## src/rtl/fifo_stream_reader.sv

```systemverilog
// fifo_stream_reader
//   Read stage behind the synchronous FIFO. Issues fifo_rd_en and captures
//   fifo_dout one cycle later into a 2-entry buffer. Presents the buffered
//   words on a valid/ready stream at one word per cycle without bubbles.
//   A read is issued only when the buffer has room for the word. That count
//   includes the word already in flight and a pop in the current cycle.
//   Optional feature macro: FIFO_RD_LAST_EN adds m_last, a per-packet beat
//   marker that repeats every PKT_LEN accepted words.
module fifo_stream_reader #(
   parameter int WIDTH   = 8,
   parameter int PKT_LEN = 4
) (
   input  logic             clk,
   input  logic             rst_n,
   input  logic             fifo_empty,
   output logic             fifo_rd_en,
   input  logic [WIDTH-1:0] fifo_dout,
   output logic             m_valid,
   input  logic             m_ready,
   output logic [WIDTH-1:0] m_data,
   output logic [1:0]       buf_cnt
`ifdef FIFO_RD_LAST_EN
   ,
   output logic             m_last
`endif
);

   // Packet length must allow a counter of at least one bit.
   if (PKT_LEN < 2) begin : g_pkt_len_check
      $error("fifo_stream_reader: PKT_LEN must be >= 2");
   end

   logic             r_inflight;
   logic [WIDTH-1:0] r_buf [2];
   logic             r_wptr;
   logic             r_rptr;
   logic [1:0]       r_cnt;
   logic             w_pop;
   logic [2:0]       w_credit;

   assign m_valid = (r_cnt != 2'd0);
   assign w_pop   = m_valid & m_ready;

   // Occupancy after this cycle's pop, counting the word still in flight.
   // A pop implies r_cnt >= 1, so this never underflows.
   assign w_credit   = {1'b0, r_cnt} + {2'b00, r_inflight} - {2'b00, w_pop};
   assign fifo_rd_en = rst_n & ~fifo_empty & (w_credit < 3'd2);

   // Head of the buffer is a register, so there is no path from fifo_dout.
   assign m_data  = r_buf[r_rptr];
   assign buf_cnt = r_cnt;

   // Track whether the FIFO returns a word at the next edge.
   always_ff @(posedge clk or negedge rst_n) begin
      if (!rst_n) begin
         r_inflight <= 1'b0;
      end else begin
         r_inflight <= fifo_rd_en;
      end
   end

   // Capture returning words at the tail and retire popped words at the head.
   always_ff @(posedge clk or negedge rst_n) begin
      if (!rst_n) begin
         r_buf[0] <= '0;
         r_buf[1] <= '0;
         r_wptr   <= 1'b0;
         r_rptr   <= 1'b0;
         r_cnt    <= 2'd0;
      end else begin
         if (r_inflight) begin
            r_buf[r_wptr] <= fifo_dout;
            r_wptr        <= ~r_wptr;
         end
         if (w_pop) begin
            r_rptr <= ~r_rptr;
         end
         case ({r_inflight, w_pop})
            2'b10:   r_cnt <= r_cnt + 2'd1;
            2'b01:   r_cnt <= r_cnt - 2'd1;
            default: r_cnt <= r_cnt;
         endcase
      end
   end

`ifdef FIFO_RD_LAST_EN
   localparam int               BW        = (PKT_LEN > 1) ? $clog2(PKT_LEN) : 1;
   localparam logic [BW-1:0]    LAST_BEAT = BW'(PKT_LEN - 1);

   logic [BW-1:0] r_beat;

   // Count accepted beats within the packet, wrapping after the last one.
   always_ff @(posedge clk or negedge rst_n) begin
      if (!rst_n) begin
         r_beat <= '0;
      end else if (w_pop) begin
         r_beat <= (r_beat == LAST_BEAT) ? '0 : r_beat + BW'(1);
      end
   end

   // The beat count only moves on pop, so m_last stays stable with m_data.
   assign m_last = m_valid & (r_beat == LAST_BEAT);
`endif

endmodule

```

## config.mk

```make
export PLATFORM = sky130hd
export DESIGN_NAME = fifo_stream_reader
export DESIGN_NICKNAME = d
export VERILOG_FILES = /design/src/rtl/fifo_stream_reader.sv
export SDC_FILE = /design/constraint.sdc
export NUM_CORES = 1
export LEC_CHECK = 0
export BUFFER_PORTS_ARGS = -buffer_cell sky130_fd_sc_hd__buf_2
export CORE_MARGIN = 8
export CORE_UTILIZATION = 45
export DETAILED_ROUTE_END_ITERATION = 12
export PLACE_DENSITY = 0.75
export SLEW_MARGIN = 30
export SYNTH_ARGS = -nofsm -noshare
export SYNTH_HDL_FRONTEND = slang
export SYNTH_SLANG_ARGS = --single-unit
export TNS_END_PERCENT = 20
```

## constraint.sdc

```tcl
create_clock -name clk -period 5.8 [get_ports clk]
set_clock_uncertainty 0.15 [all_clocks]
set_input_delay 0 -clock clk [delete_from_list [all_inputs] [get_ports clk]]
set_output_delay 0 -clock clk [all_outputs]
set_load 0.01 [all_outputs]
```

# After elaboration in Yosys (flattened, before gate mapping)
# Cells that the tools add are included.
[word_totals] regBits=21 elab_cells=34 inputBits=12
[op_classes] muxes=7 add_sub_neg=4 n_lt_le_gt_ge=4 n_eq_ne=2 bitwise_logic=8 reduce_logical=3
[op_table] cell="2-to-1 mux 8 bit" n=4
[op_table] cell="bitwise mux 16 bit" n=1
[op_table] cell="demux 8 bit (select 1 bit)" n=1
[op_table] cell=">= comparator 2 bit, second input constant" n=2
[op_table] cell="inverter 1 -> 2 bit" n=2
[op_table] cell="one-hot mux 2 bit (2 select lines)" n=1
[op_table] cell="nonzero test 2 bit" n=2
[op_table] cell="adder 2 x 1 -> 3 bit" n=1
[op_table] cell="bitwise AND 1 bit" n=3
[op_table] cell="< comparator 3 x 2 -> 1 bit, second input constant" n=1
[op_table] cell="inverter 1 bit" n=3
[op_table] cell="subtractor 3 x 1 -> 3 bit" n=1
[op_table] cell="adder 2 x 1 -> 2 bit, second input constant" n=1
[op_table] cell="== test 2 x 1 -> 1 bit, second input constant" n=1
[op_table] cell="== test 2 bit, second input constant" n=1
[op_table] cell="< comparator 2 x 1 -> 1 bit, second input constant" n=1
[op_table] cell="subtractor 2 x 1 -> 2 bit, second input constant" n=1
[op_table] cell="logical AND 1 bit" n=1

# Logic depth before layout (Yosys ltp)
[depth] word_depth=6 mapped_depth=7

# Worst setup path after synthesis
# Ideal clock, no wire load.
[synth_path] path_kind="register to register" startpoint="reg r_cnt[1] (netlist: buf_cnt[1])" endpoint="reg r_inflight" setup_slack_ps=3259 synth_period_minus_slack_ps=2541 required_time_ps=5502 setup_time_ps=148 n_path_buf=0 arrival_ps=2243 stages_incl_launch_ff=8 path_cell_list="dfrtp_1 -> or2_1 -> and2_4 -> ha_1 -> nand2b_1 -> fa_1 -> xor2_1 -> nor3_1"
[synth_via] elab_chain_cells=5 word_cells_on_any_way=6 cone_classes="2 x add/sub; 1 x order compare; 2 x bitwise; 1 x reduce/logical"
[synth_rtl] element="from (decl)" line_no="37" source="logic [1:0] r_cnt;"
[synth_rtl] element="from (signal assigned)" line_no="79" source="2'b10: r_cnt <= r_cnt + 2'd1;"
[synth_rtl] element="from (signal assigned)" line_no="80" source="2'b01: r_cnt <= r_cnt - 2'd1;"
[synth_rtl] element="from (signal assigned)" line_no="81" source="default: r_cnt <= r_cnt;"
[synth_rtl] element="nonzero test 2 bit" line_no="41" source="assign m_valid = (r_cnt != 2'd0);"
[synth_rtl] element="net m_valid" line_no="18" source="output logic m_valid,"
[synth_rtl] element="bitwise AND 1 bit" line_no="42" source="assign w_pop = m_valid & m_ready;"
[synth_rtl] element="net w_pop" line_no="38" source="logic w_pop;"
[synth_rtl] element="subtractor 3 x 1 -> 3 bit" line_no="46" source="assign w_credit = {1'b0, r_cnt} + {2'b00, r_inflight} - {2'b00, w_pop};"
[synth_rtl] element="< comparator 3 x 2 -> 1 bit" line_no="47" source="assign fifo_rd_en = rst_n & ~fifo_empty & (w_credit < 3'd2);"
[synth_rtl] element="bitwise AND 1 bit" line_no="47"
[synth_rtl] element="net fifo_rd_en" line_no="16" source="output logic fifo_rd_en,"
[synth_rtl] element="to (signal assigned)" line_no="58" source="r_inflight <= fifo_rd_en;"
[synth_rtl] element="to (decl)" line_no="33" source="logic r_inflight;"
# The timed path passes the listed nets, and every way through them passes these cells.
# A chain may end at the register's enable or synchronous reset.

# Worst setup path after layout
[layout_path] startpoint="reg r_cnt[1] (netlist: buf_cnt[1])" endpoint="out fifo_rd_en"
[layout_via] elab_chain_cells=5 word_cells_on_any_way=6 cone_classes="2 x add/sub; 1 x order compare; 2 x bitwise; 1 x reduce/logical"
[layout_rtl] element="nonzero test 2 bit" line_no="41"
[layout_rtl] element="bitwise AND 1 bit" line_no="42"
[layout_rtl] element="net w_pop" line_no="38"
[layout_rtl] element="subtractor 3 x 1 -> 3 bit" line_no="46"
[layout_rtl] element="< comparator 3 x 2 -> 1 bit" line_no="47"
[layout_rtl] element="bitwise AND 1 bit" line_no="47"
[layout_rtl] element="to (decl)" line_no="16"
# The timed path passes the listed nets, and every way through them passes these cells.

==> results.cfg <==
[global_route]
grt_max_degree = 23
overflow = 0
antenna_found_initial = 0
track_usage = 0.100
grt_pass1_wl_um = 2850
grt_pass1_vias = 681

[floorplanning]
dieArea_um2 = 3850
die_w_um = 62.0
core_area_um2 = 1980
floorplan.initialDensity = 0.481
rows = 16
io_pins = 24
die_h_um = 62.0

[clocking]
cts_root_buf = clkbuf_4
ctsResizeCount = 0
cts.sinks = 21
numCtsBuffers = 3
cts_setup_buffers = 0
clock_latency_ns = 0.30
path_clk_slew_ns = 0.12
htreeDepth = 1
cts_hold_buffers = 11
cts_tree = built
cts.path.max_buffers = 2

[cells_and_area]
syn2layout_area_growth_pct = 29.5
layout.cells.most_common = mux2_2
drive_gt1_frac = 0.545
final_cell_area_um2 = 1230
post-route-util = 0.623
final_cell_mix = 24 x mux2_2, 23 x buf_2, 21 x dfrtp_1
fill_cells = 157
layout.nets = 117
antennaDiodeCount = 0

[routing]
wl_per_cell_um = 13.6
drc_errors = 0
ant_nets = 0
drt_iter0_drc = 3
vias = 630
wirelength_um = 1750
dr.pass1.iters = 3
viasPerCell = 4.92

[sta]
slew_violations = 0
rsz0062_at_grt = false
setup_viol = 0
worstMarginPinSlew_ns = 0.475
hold_viol = 0
timing.fmax_mhz = 367
finalCritPeriodShare = 0.470
slew_headroom = 0.683
tns_ns = 0
fin_crit_ns = 2.73

[setup_path]
start_kind = flip-flop
crit_type = flip-flop to output port
crit_family = simple AND/OR/NAND/NOR gates
crit_buf_inv = 1
cp_data_arrival_time_ns = 2.58
endpoint_kind = output port
cp_slowest_stage_delay_ns = 0.47
cp_max_fo = 5
crit_chain = or2_1 > and2_4 > ha_1 > nand2b_1 > fa_1 > xor2_1 > nor3_1 > buf_2
cp_slowest_cell = dfrtp_1
crit_required_ns = 5.65

[place]
dp_hpwl_um = 1270
placed_area_um2 = 1100
numPortBuffers = 23
gp_congestion = 0.654

[min_path]
min_path_type = primary input to async pin

[synth]
synth_warnings = 0
ys_ff_latch = 21
syn_nets = 79
syn_avg_cell_area_um2 = 14.9
yosysSeqAreaShare = 0.551
yosysUniqueCellTypes = 16
synthesis.area_um2 = 953
synthCells = 64

[status]
status = completed

[pwr]
power.density_nw_per_um2 = 524
leakagePower_nw = 0.570
peakVddDrop_uv = 252

[flow_run]
drv_cap = 0
-- per-stage QoR --
step                      instances  hold WS (ns)  setup WS [ns]  power, mW
after floorplan                  64        -0.446           3.26      0.487
after global placement          113        -0.166           3.45      0.571
after detailed placement        113        -0.161           3.38      0.583
after CTS                       128        0.0371           3.03      0.657
after global routing            128        0.0548           2.87      0.703
final                           128        0.0268           3.07      0.647
-- power by group --
group          total (mW)  internal (mW)  leakage, nW  switching (mW)
combinational       0.300          0.176        0.301           0.124
sequential          0.279          0.220        0.252          0.0587
clock              0.0672         0.0256       0.0177          0.0415
total               0.647          0.422        0.570           0.224
-- cell type report --
type,instances,area (µm²),share of cell area
clock inverters,1,5.00,0.00405
well taps,27,33.8,0.0274
inverters,1,3.75,0.00304
multi-input cells,41,419,0.339
flip-flops and latches,21,526,0.426
repair buffers,34,225,0.182
clock buffers,3,22.5,0.0182
-- worst paths after layout --
kind                                        start              endpoint  slack, ns  depth (start not counted)
setup / recovery           buf_cnt[1]$_DFFE_PN0N_            fifo_rd_en       3.07                          8
hold / removal                              rst_n  r_buf[9]$_DFFE_PN0P_       0.03                          2
setup reg to reg           buf_cnt[1]$_DFFE_PN0N_  r_inflight$_DFF_PN0_       3.45                          7
hold reg to reg              r_buf[4]$_DFFE_PN0P_  r_buf[4]$_DFFE_PN0P_       0.37                          1
min in group clk                       fifo_empty  r_inflight$_DFF_PN0_       0.25                          3
max in group asynchronous                   rst_n    r_rptr$_DFFE_PN0P_       5.14                          2
-- registers in the layout, indices dropped and copies added (netlist names) --
signal,flops
r_buf,16
buf_cnt,2
r_inflight,1
r_rptr,1
r_wptr,1
-- routing by layer --
metal,vias to the layer above,track usage,wire length (µm),part of all wire
met3,2,0.0391,179,0.10
met5,-,0,0,0
li1,292,-,-,-
met4,0,0.0487,12,0.0069
met2,20,0.158,776,0.44
met1,316,0.117,775,0.44
-- cells by family (layout without fill, tap and decap cells) --
logic type | Yosys count | after routing | share of synthesized area
mux | 24 | 24 | 0.283
simple gates | 8 | 8 | 0.0538
buf+inv | 2 | 39 | 0.00918
xor+xnor | 6 | 6 | 0.0551
flops | 21 | 21 | 0.551
fa+ha+maj | 3 | 3 | 0.0472
-- synthesized netlist by cell type --
library cell / n / area, µm²
and2_4: 1 / 8.76
buf_2: 1 / 5.00
dfrtp_1: 21 / 526
fa_1: 1 / 20.0
ha_1: 2 / 25.0
inv_2: 1 / 3.75
mux2_2: 24 / 270
nand2_1: 1 / 3.75
nand2_2: 1 / 6.26
nand2b_1: 1 / 6.26
nor2_1: 1 / 3.75
nor2_4: 1 / 11.3
nor3_1: 1 / 5.00
or2_1: 1 / 6.26
xnor2_1: 2 / 17.5
xor2_1: 4 / 35.0
No activity file was read; power rests on OpenSTA's default activity.
